==> config.mk <==
export PLATFORM = sky130hd
export DESIGN_NAME = tile_matmul_agu_v2
export DESIGN_NICKNAME = d
export VERILOG_FILES = /design/src/rtl/tile_matmul_agu_v2.sv
export SDC_FILE = /design/constraint.sdc
export NUM_CORES = 1
export LEC_CHECK = 0
export BUFFER_PORTS_ARGS = -buffer_cell sky130_fd_sc_hd__clkbuf_2
export CAP_MARGIN = 40
export CORE_MARGIN = 1.5
export CORE_UTILIZATION = 53
export CTS_BUF_LIST = sky130_fd_sc_hd__clkbuf_16
export DETAILED_ROUTE_END_ITERATION = 8
export PLACE_DENSITY = 0.8
export SETUP_SLACK_MARGIN = 0.4
export SLEW_MARGIN = 10
export SYNTH_ARGS = -nofsm -noshare
export SYNTH_HDL_FRONTEND = slang
export SYNTH_SLANG_ARGS = --single-unit
export TNS_END_PERCENT = 50
==> constraint.sdc <==
create_clock -name clk -period 27.2 [get_ports clk]
set_input_delay 2.72 -clock clk [delete_from_list [all_inputs] [get_ports clk]]
set_output_delay 2.72 -clock clk [all_outputs]
set_load 0.05 [all_outputs]
==> src/rtl/tile_matmul_agu_v2.sv <==
// tile_matmul_agu_v2 : address generator for a batched, tiled GEMM C[b] = A[b]*B[b].
// Walks b -> m0 -> n0 -> k0 tiles and streams one element byte address per accepted beat.
// Each tile emits its A sub-block, then its B sub-block, and its C sub-block on the last K tile only.
// Ports:
//   clk, rst                 clock, synchronous active-high reset
//   start                    job start pulse, honoured only when idle
//   M, N, K                  problem dimensions in elements
//   TM, TN, TK               tile sizes (0 behaves as 1)
//   batch                    number of batches
//   lda, ldb, ldc            leading dimensions in elements
//   baseA/B/C, strideA/B/C   byte base addresses and byte batch strides
//   transB                   1: B is stored N x K
//   elem_shift               log2 of the element size in bytes
//   o_addr, addr_id, o_last  address beat: matrix id (0=A 1=B 2=C), last beat of the phase
//   valid, ready             beat handshake
//   busy, done               job in progress / one-cycle end-of-job pulse
module tile_matmul_agu_v2 #(
   parameter int ADDR_WIDTH  = 32,
   parameter int IDX_WIDTH   = 8,
   parameter int BATCH_WIDTH = 4
) (
   input  logic                   clk,
   input  logic                   rst,
   input  logic                   start,
   input  logic [IDX_WIDTH-1:0]   M,
   input  logic [IDX_WIDTH-1:0]   N,
   input  logic [IDX_WIDTH-1:0]   K,
   input  logic [IDX_WIDTH-1:0]   TM,
   input  logic [IDX_WIDTH-1:0]   TN,
   input  logic [IDX_WIDTH-1:0]   TK,
   input  logic [BATCH_WIDTH-1:0] batch,
   input  logic [IDX_WIDTH-1:0]   lda,
   input  logic [IDX_WIDTH-1:0]   ldb,
   input  logic [IDX_WIDTH-1:0]   ldc,
   input  logic [ADDR_WIDTH-1:0]  baseA,
   input  logic [ADDR_WIDTH-1:0]  baseB,
   input  logic [ADDR_WIDTH-1:0]  baseC,
   input  logic [ADDR_WIDTH-1:0]  strideA,
   input  logic [ADDR_WIDTH-1:0]  strideB,
   input  logic [ADDR_WIDTH-1:0]  strideC,
   input  logic                   transB,
   input  logic [1:0]             elem_shift,
   output logic [ADDR_WIDTH-1:0]  o_addr,
   output logic [1:0]             addr_id,
   output logic                   o_last,
   output logic                   valid,
   input  logic                   ready,
   output logic                   busy,
   output logic                   done
);

   localparam logic [2:0] S_IDLE = 3'd0;
   localparam logic [2:0] S_A    = 3'd1;
   localparam logic [2:0] S_B    = 3'd2;
   localparam logic [2:0] S_C    = 3'd3;
   localparam logic [2:0] S_NEXT = 3'd4;
   localparam logic [2:0] S_FIN  = 3'd5;

   localparam logic [IDX_WIDTH-1:0] IDX_ONE = {{(IDX_WIDTH-1){1'b0}}, 1'b1};

   function automatic logic [IDX_WIDTH-1:0] nz(input logic [IDX_WIDTH-1:0] t);
      return (t == '0) ? IDX_ONE : t;
   endfunction

   // Edge clipping: min(t, dim - off); callers guarantee off < dim.
   function automatic logic [IDX_WIDTH-1:0] clip(input logic [IDX_WIDTH-1:0] t,
                                                 input logic [IDX_WIDTH-1:0] dim,
                                                 input logic [IDX_WIDTH-1:0] off);
      logic [IDX_WIDTH-1:0] rem;
      rem = dim - off;
      return (t < rem) ? t : rem;
   endfunction

   function automatic logic [ADDR_WIDTH-1:0] ext(input logic [IDX_WIDTH-1:0] v);
      return {{(ADDR_WIDTH-IDX_WIDTH){1'b0}}, v};
   endfunction

   logic [2:0]             state;
   // latched job configuration
   logic [IDX_WIDTH-1:0]   m_r, n_r, k_r, tm_r, tn_r, tk_r, lda_r, ldb_r, ldc_r;
   logic [BATCH_WIDTH-1:0] batch_r;
   logic [ADDR_WIDTH-1:0]  base_a_r, base_b_r, base_c_r, stride_a_r, stride_b_r, stride_c_r;
   logic                   transb_r;
   logic [1:0]             shift_r;
   // loop position
   logic [BATCH_WIDTH-1:0] b_r;
   logic [IDX_WIDTH-1:0]   m0_r, n0_r, k0_r, etm_r, etn_r, etk_r, cnt_o, cnt_i;

   logic [IDX_WIDTH-1:0]   outer_lim, inner_lim;
   logic [ADDR_WIDTH-1:0]  row, col, ld, base, stride, elem_off, addr_c;
   logic                   last_beat, inner_wrap, k_last;

   // Per-phase walk: outer/inner counters map onto (row, col) of the active matrix.
   always_comb begin
      outer_lim = IDX_ONE;
      inner_lim = IDX_ONE;
      row       = '0;
      col       = '0;
      ld        = '0;
      base      = '0;
      stride    = '0;
      case (state)
         S_A: begin
            outer_lim = etm_r;  inner_lim = etk_r;
            row = ext(m0_r) + ext(cnt_o);  col = ext(k0_r) + ext(cnt_i);
            ld = ext(lda_r);  base = base_a_r;  stride = stride_a_r;
         end
         S_B: begin
            if (transb_r) begin
               outer_lim = etn_r;  inner_lim = etk_r;
               row = ext(n0_r) + ext(cnt_o);  col = ext(k0_r) + ext(cnt_i);
            end else begin
               outer_lim = etk_r;  inner_lim = etn_r;
               row = ext(k0_r) + ext(cnt_o);  col = ext(n0_r) + ext(cnt_i);
            end
            ld = ext(ldb_r);  base = base_b_r;  stride = stride_b_r;
         end
         S_C: begin
            outer_lim = etm_r;  inner_lim = etn_r;
            row = ext(m0_r) + ext(cnt_o);  col = ext(n0_r) + ext(cnt_i);
            ld = ext(ldc_r);  base = base_c_r;  stride = stride_c_r;
         end
         default: ;
      endcase
   end

   assign elem_off   = row * ld + col;
   assign addr_c     = base + {{(ADDR_WIDTH-BATCH_WIDTH){1'b0}}, b_r} * stride + (elem_off << shift_r);
   assign inner_wrap = (cnt_i == inner_lim - IDX_ONE);
   assign last_beat  = inner_wrap && (cnt_o == outer_lim - IDX_ONE);
   assign k_last     = ({1'b0, k0_r} + {1'b0, etk_r}) == {1'b0, k_r};

   // Loop advance evaluated in NEXT: k0 innermost, batch outermost.
   logic [IDX_WIDTH:0]     k_sum, n_sum, m_sum;
   logic [BATCH_WIDTH:0]   b_sum;
   logic [IDX_WIDTH-1:0]   nk0, nn0, nm0;
   logic [BATCH_WIDTH-1:0] nb;
   logic                   all_done;

   assign k_sum = {1'b0, k0_r} + {1'b0, tk_r};
   assign n_sum = {1'b0, n0_r} + {1'b0, tn_r};
   assign m_sum = {1'b0, m0_r} + {1'b0, tm_r};
   assign b_sum = {1'b0, b_r} + {{BATCH_WIDTH{1'b0}}, 1'b1};

   always_comb begin
      nk0      = k0_r;
      nn0      = n0_r;
      nm0      = m0_r;
      nb       = b_r;
      all_done = 1'b0;
      if (k_sum < {1'b0, k_r}) begin
         nk0 = k_sum[IDX_WIDTH-1:0];
      end else begin
         nk0 = '0;
         if (n_sum < {1'b0, n_r}) begin
            nn0 = n_sum[IDX_WIDTH-1:0];
         end else begin
            nn0 = '0;
            if (m_sum < {1'b0, m_r}) begin
               nm0 = m_sum[IDX_WIDTH-1:0];
            end else begin
               nm0 = '0;
               if (b_sum < {1'b0, batch_r}) nb = b_sum[BATCH_WIDTH-1:0];
               else                         all_done = 1'b1;
            end
         end
      end
   end

   // Only the FSM state is reset; loop and config registers are always written before use.
   always_ff @(posedge clk) begin
      if (rst) begin
         state <= S_IDLE;
      end else begin
         case (state)
            S_IDLE: if (start) begin
               m_r <= M;  n_r <= N;  k_r <= K;
               tm_r <= nz(TM);  tn_r <= nz(TN);  tk_r <= nz(TK);
               batch_r <= batch;
               lda_r <= lda;  ldb_r <= ldb;  ldc_r <= ldc;
               base_a_r <= baseA;  base_b_r <= baseB;  base_c_r <= baseC;
               stride_a_r <= strideA;  stride_b_r <= strideB;  stride_c_r <= strideC;
               transb_r <= transB;  shift_r <= elem_shift;
               b_r <= '0;  m0_r <= '0;  n0_r <= '0;  k0_r <= '0;
               cnt_o <= '0;  cnt_i <= '0;
               etm_r <= clip(nz(TM), M, '0);
               etn_r <= clip(nz(TN), N, '0);
               etk_r <= clip(nz(TK), K, '0);
               state <= (M == '0 || N == '0 || K == '0 || batch == '0) ? S_FIN : S_A;
            end
            S_A, S_B, S_C: if (ready) begin
               if (last_beat) begin
                  cnt_o <= '0;
                  cnt_i <= '0;
                  if (state == S_A)      state <= S_B;
                  else if (state == S_B) state <= k_last ? S_C : S_NEXT;
                  else                   state <= S_NEXT;
               end else if (inner_wrap) begin
                  cnt_i <= '0;
                  cnt_o <= cnt_o + IDX_ONE;
               end else begin
                  cnt_i <= cnt_i + IDX_ONE;
               end
            end
            S_NEXT: begin
               k0_r  <= nk0;  n0_r <= nn0;  m0_r <= nm0;  b_r <= nb;
               etm_r <= clip(tm_r, m_r, nm0);
               etn_r <= clip(tn_r, n_r, nn0);
               etk_r <= clip(tk_r, k_r, nk0);
               state <= all_done ? S_FIN : S_A;
            end
            S_FIN:   state <= S_IDLE;
            default: state <= S_IDLE;
         endcase
      end
   end

   // Outputs decode directly from registered state, so they hold while valid && !ready.
   assign valid   = (state == S_A) || (state == S_B) || (state == S_C);
   assign o_addr  = valid ? addr_c : '0;
   assign o_last  = valid && last_beat;
   assign addr_id = (state == S_B) ? 2'd1 : (state == S_C) ? 2'd2 : 2'd0;
   assign busy    = valid || (state == S_NEXT);
   assign done    = (state == S_FIN);

endmodule
==> results of run 1 <==
==> registers in the layout (all words and copies together), names as in the netlist, 8 cells and up <==
name,cells
base_a_r,32
n0_r,8
etn_r,8
m_r,8
cnt_i,8
etk_r,8
stride_b_r,32
n_r,8
tm_r,8
ldb_r,8
lda_r,8
tk_r,8
etm_r,8
base_c_r,32
m0_r,8
tn_r,8
k0_r,8
k_r,8
base_b_r,32
stride_a_r,32
cnt_o,8
stride_c_r,32
ldc_r,8
==> logic make-up (layout without fill, tap and decap cells) <==
group	after synthesis	after routing	synth area share
buffers and inverters	360	665	0.0507
adder cells (fa/ha/maj)	401	401	0.231
multiplexers	149	149	0.0559
flip-flops	342	342	0.376
AO/OA/AOI/OAI	487	487	0.114
AND/OR/NAND/NOR	741	741	0.126
XOR/XNOR	142	142	0.0462
other	0	1	0
==> synth_stat cells, types with 4 or more instances <==
library cell,number
or4_1,4
or2_2,33
nor3_1,24
edfxtp_1,339
or3_1,8
a22oi_1,19
mux2i_1,134
nand3_1,25
xor2_1,55
inv_1,254
nor3b_1,5
a2bb2oi_1,4
buf_1,22
nand4_1,4
nor2b_1,27
and2_1,44
nand2b_1,40
a21oi_1,182
a22o_1,7
nand2_1,221
mux2_2,14
xnor2_1,86
a31o_2,5
o21bai_1,14
ha_1,232
o31ai_1,4
a31oi_1,8
clkbuf_1,79
o211ai_1,7
o21a_1,33
nor4_1,13
fa_1,169
nor2_1,259
a21o_1,70
a211oi_1,12
and3_1,19
a21boi_0,4
o21ai_0,79
==> power by group <==
| part | total (W) | internal [W] | switching, W |
|---|---|---|---|
| sequential | 0.000625 | 0.000609 | 0.0000164 |
| combinational | 0.000526 | 0.000208 | 0.000319 |
| clock | 0.000517 | 0.000307 | 0.000211 |
==> per-layer routing <==
metal / track usage / routed length (µm)
met1: 0.373 / 30800
met2: 0.451 / 34000
met3: 0.0510 / 5300
met4: 0.0681 / 1560
met5: 0 / 0
==> through the flow <==
| stage | worst slack (ns) | utilization |
|---|---|---|
| floorplan | 4.92 | - |
| global route | 11.71 | 0.612 |
| finish | 12.30 | 0.612 |
| detailed placement | 12.99 | 0.585 |
| global placement | 13.16 | 0.584 |
| CTS | 12.37 | 0.610 |
==> final cells by class <==
cell class | instances | area (µm²) | area share
antenna | 1 | 2.50 | 0.0000812
clock buffer | 37 | 926 | 0.0300
clock inverter | 29 | 318 | 0.0103
inverter | 254 | 953 | 0.0309
multi-input combinational | 1920 | 15600 | 0.507
sequential | 342 | 10200 | 0.332
tap | 672 | 841 | 0.0273
timing repair buffer | 345 | 1920 | 0.0624
==> critical path: cells and delay by family, from the launching register on <==
kind,cells,cell delay (ns)
adders and majority gates,10,4.58
and+or+nand+nor,3,0.57
buffers and inverters,6,0.87
xor gates and xnor gates,3,0.46
muxes,3,0.74
DFF,1,0.34
AOI/OAI and AO/OA,18,4.04
==> worst min-delay path by stage <==
stage,startpoint,endpoint,cells after the start
5_1_grt,cnt_o[7],cnt_o[7],2
3_5_place_dp,cnt_o[7],cnt_o[7],2
6_report,cnt_i[0],cnt_i[0],1
3_3_place_gp,m0_r[3],m0_r[3],2
2_1_floorplan,cnt_o[7],cnt_o[7],2
4_1_cts,cnt_o[7],cnt_o[7],2
==> flow_summary.toml, run 1 <==
[route]
firstDrtPassIters = 5
drt_iter0_drc = 1658
ant_nets = 0
drcViolationCount = 0
detail_route.wl_per_cell_um = 19.9
via_count = 20700
vias_per_cell = 5.74
wirelength_mm = 71.6

[place]
port_buffers = 312
dpl.cell_count = 3530
dp_hpwl_mm = 56.9
gp_congestion = 0.946
dpl_cell_area_mm2 = 0.0295

[cts]
cts.sinks = 342
cts_buffers = 37
post-cts-setup-buffers = 0
insertion_delay_ns = 0.56
clockBufferDepth = 3
cts.repair.resized = 0
cts_hold_buf = 0
htree_levels = 2
path_clk_slew_ns = 0.06
cts_tree = "done"
clock-root-buffer = "clkbuf_16"

[floorplan]
die_w_um = 230
io_pins = 313
start_util = 0.540
rows = 82
coreArea_mm2 = 0.0504
dieHeight_um = 230
die_area_mm2 = 0.0527

[setup_path]
r2r_start = "k0_r[0]"
cp-startpoint = "transb_r"
cp-start-kind = "flip-flop"
critPathKind = "flip-flop to output port"
crit_arrival_ns = 12.18
cp_max_fo = 28
worst-r2r-setup-slack_ns = 19.28
critPathMaxStageDelay_ns = 0.84
crit_top_cell = "fa_1"
crit_slowest_cell = "a311oi_1"
crit_end = "o_addr[28]"
crit_required_ns = 24.48
timing.rr.end = "etm_r[0]"
reg2reg_depth = 30
endpoint_kind = "output port"

[timing]
clock-skew-final_ns = 0.0213
relSlewSlack = 0.326
post-route-min-period_ns = 14.90
rsz0062_at_grt = "false"
fin_tns_setup_ns = 0
whs_ns = 0.729
finalSetupViolCount = 0
timing.final.crit_share = 0.548
hold_viol_final = 0
drv_slew = 0
worstMarginPinSlew_ns = 1.01
max_freq_ghz = 0.0671

[final_layout]
layout.cells.non_filler = 3600
final_net_count = 3576
design_area_mm2 = 0.0308
fillCellCount = 3954
mostFrequentLayoutCells = "edfxtp_1 (339), clkbuf_2 (312), inv_1 (260)"
drive_above_1_share = 0.160
area_growth_pct = 13.3
final_common_cell = "edfxtp_1"

[synthesis]
syn_avg_cell_area_um2 = 10.4
synth_top_area_share = 0.374
synth-edff-count = 339
ys_ff_latch = 342
synth.area.top_cells = "edfxtp_1 (37%), fa_1 (12%), ha_1 (11%), mux2i_1 (4.9%), nor2_1 (3.6%)"
seq_area_frac_synth = 0.376
yosys_warnings = 0
netlist_instances = 2622
async_flop_share = 0
synthFlopType = "edfxtp_1"
synth_top_area_cell = "edfxtp_1"
syn_area_mm2 = 0.0272
synth_nets = 3298
synth.distinct_cells = 80

[power_and_ir_drop]
peakVddDrop_mv = 0.0654
power_leakage_nw = 13.4
power_w = 0.00167
p_per_area_mw_per_mm2 = 54.1

[flow_run]
drv_cap = 0

[global_route]
antenna_found_initial = 0
grt_pass1_vias = 20900
grt_use_total = 0.273
grt_max_degree = 73
grt_pass1_wl_mm = 113
grt_overflow_total = 0

[hold_path]
worst_hold_path_type = "flip-flop to flip-flop"

[run_status]
status = "finished, final reports clean"
(Power assumes the default switching activity.)
==> inputs of run 2 (changes only) <==
==> constraint.sdc (replaced) <==
create_clock -name clk -period 15.5 [get_ports clk]
set_input_delay 1.55 -clock clk [delete_from_list [all_inputs] [get_ports clk]]
set_output_delay 1.55 -clock clk [all_outputs]
set_load 0.05 [all_outputs]
==> flow_summary.toml, run 2 (synthesis gave the netlist of run 1 again) <==
[cts]
post-cts-setup-buffers = 0
clockBufferDepth = 3
path_clk_slew_ns = 0.06
cts.repair.resized = 0
cts.sinks = 342
clock-root-buffer = "clkbuf_16"
cts_buffers = 40
htree_levels = 2
cts_hold_buf = 0
insertion_delay_ns = 0.61
cts_tree = "done"

[power_and_ir_drop]
p_per_area_mw_per_mm2 = 95.6
power_w = 0.00294
peakVddDrop_mv = 0.126
power_leakage_nw = 13.4

[route]
via_count = 20500
detail_route.wl_per_cell_um = 20.0
drcViolationCount = 0
ant_nets = 0
wirelength_mm = 72.0
vias_per_cell = 5.71
firstDrtPassIters = 5
drt_iter0_drc = 1725

[timing]
hold_viol_final = 0
rsz0062_at_grt = "false"
relSlewSlack = 0.386
clock-skew-final_ns = 0.0273
drv_slew = 0
post-route-min-period_ns = 14.17
timing.final.crit_share = 0.914
finalSetupViolCount = 0
fin_tns_setup_ns = 0
max_freq_ghz = 0.0706
worstMarginPinSlew_ns = 0.915

[final_layout]
final_net_count = 3575
drive_above_1_share = 0.160
area_growth_pct = 13.2
mostFrequentLayoutCells = "edfxtp_1 (339), clkbuf_2 (312), inv_1 (258)"
final_common_cell = "edfxtp_1"

[run_status]
status = "finished, final reports clean"

[setup_path]
reg2reg_depth = 29
critPathTopFamily = "adder cells"
r2r_start = "k0_r[0]"
cp-start-kind = "flip-flop"
critPathMaxStageDelay_ns = 0.90
worst-r2r-setup-slack_ns = 7.69
endpoint_kind = "output port"
crit_top_cell = "fa_1"
cp_max_fo = 21
crit_required_ns = 13.95
critPathKind = "flip-flop to output port"
crit_arrival_ns = 12.62
critical_path_buf_inv_count = 6
crit_slowest_cell = "dfxtp_1"
timing.rr.end = "etm_r[0]"

[hold_path]
worst_hold_path_type = "flip-flop to flip-flop"
min_from = "cnt_o[7]"
holdPathEnd = "cnt_o[7]"
hold_depth = 2

[place]
port_buffers = 312
dp_hpwl_mm = 56.2
gp_congestion = 1.01

[global_route]
grt_overflow_total = 0
antenna_found_initial = 6
grt_use_total = 0.277
grt_max_degree = 73
grt_pass1_wl_mm = 115
grt_pass1_vias = 21300

[floorplan]
io_pins = 313
die_area_mm2 = 0.0527
dieHeight_um = 230
start_util = 0.540
die_w_um = 230
coreArea_mm2 = 0.0504
rows = 82

[flow_run]
drv_cap = 0
## run 2: cell type report
cell class | count | area (µm²)
Fill cell | 3929 | 19600
Antenna cell | 3 | 7.51
Inverter | 254 | 953
Timing Repair Buffer | 341 | 1850
Multi-Input combinational cell | 1920 | 15600
Sequential cell | 342 | 10200
Clock inverter | 29 | 283
Clock buffer | 40 | 1000
Tap cell | 672 | 841
## run 2: through the flow
step           instance area [µm²]  hold WS (ns)  std cells  worst slack (ns)  utilization
6_report                     30800         0.720       3601              1.33        0.611
5_1_grt                      30800         0.768       3601             0.596        0.611
4_1_cts                      30800         0.721       3598              1.46        0.611
3_5_place_dp                 29500         0.703       3529              2.16        0.586
3_3_place_gp                 29400         0.714       3521              2.47        0.583
2_1_floorplan                27200         0.627       2622              2.63            -
## run 2: worst max path at each step
stage,from,end,cells past startpoint
3_3_place_gp,state[0],o_addr[28],43
2_1_floorplan,state[0],o_addr[27],45
5_1_grt,state[0],o_addr[28],43
6_report,state[0],o_addr[29],42
3_5_place_dp,state[0],o_addr[30],42
4_1_cts,state[0],o_addr[28],42
## run 2: report_power, final
group | internal [W] | switching [W]
sequential | 0.00107 | 0.0000308
combinational | 0.000364 | 0.000555
clock | 0.000527 | 0.000399
## run 2: tightest hold or removal path, cell delays in order (launching register included)
cell and delay (ns):
edfxtp_1 0.44, xor2_1 0.10, nor2_1 0.07
## run 2: routing by layer
metal  vias up  GRT usage  share of wire
met4         4     0.0812          0.025
met3       126     0.0544          0.075
li1       9643          -              -
met2       724      0.458           0.48
met1     10100      0.370           0.42
met5         -          0        0.00033
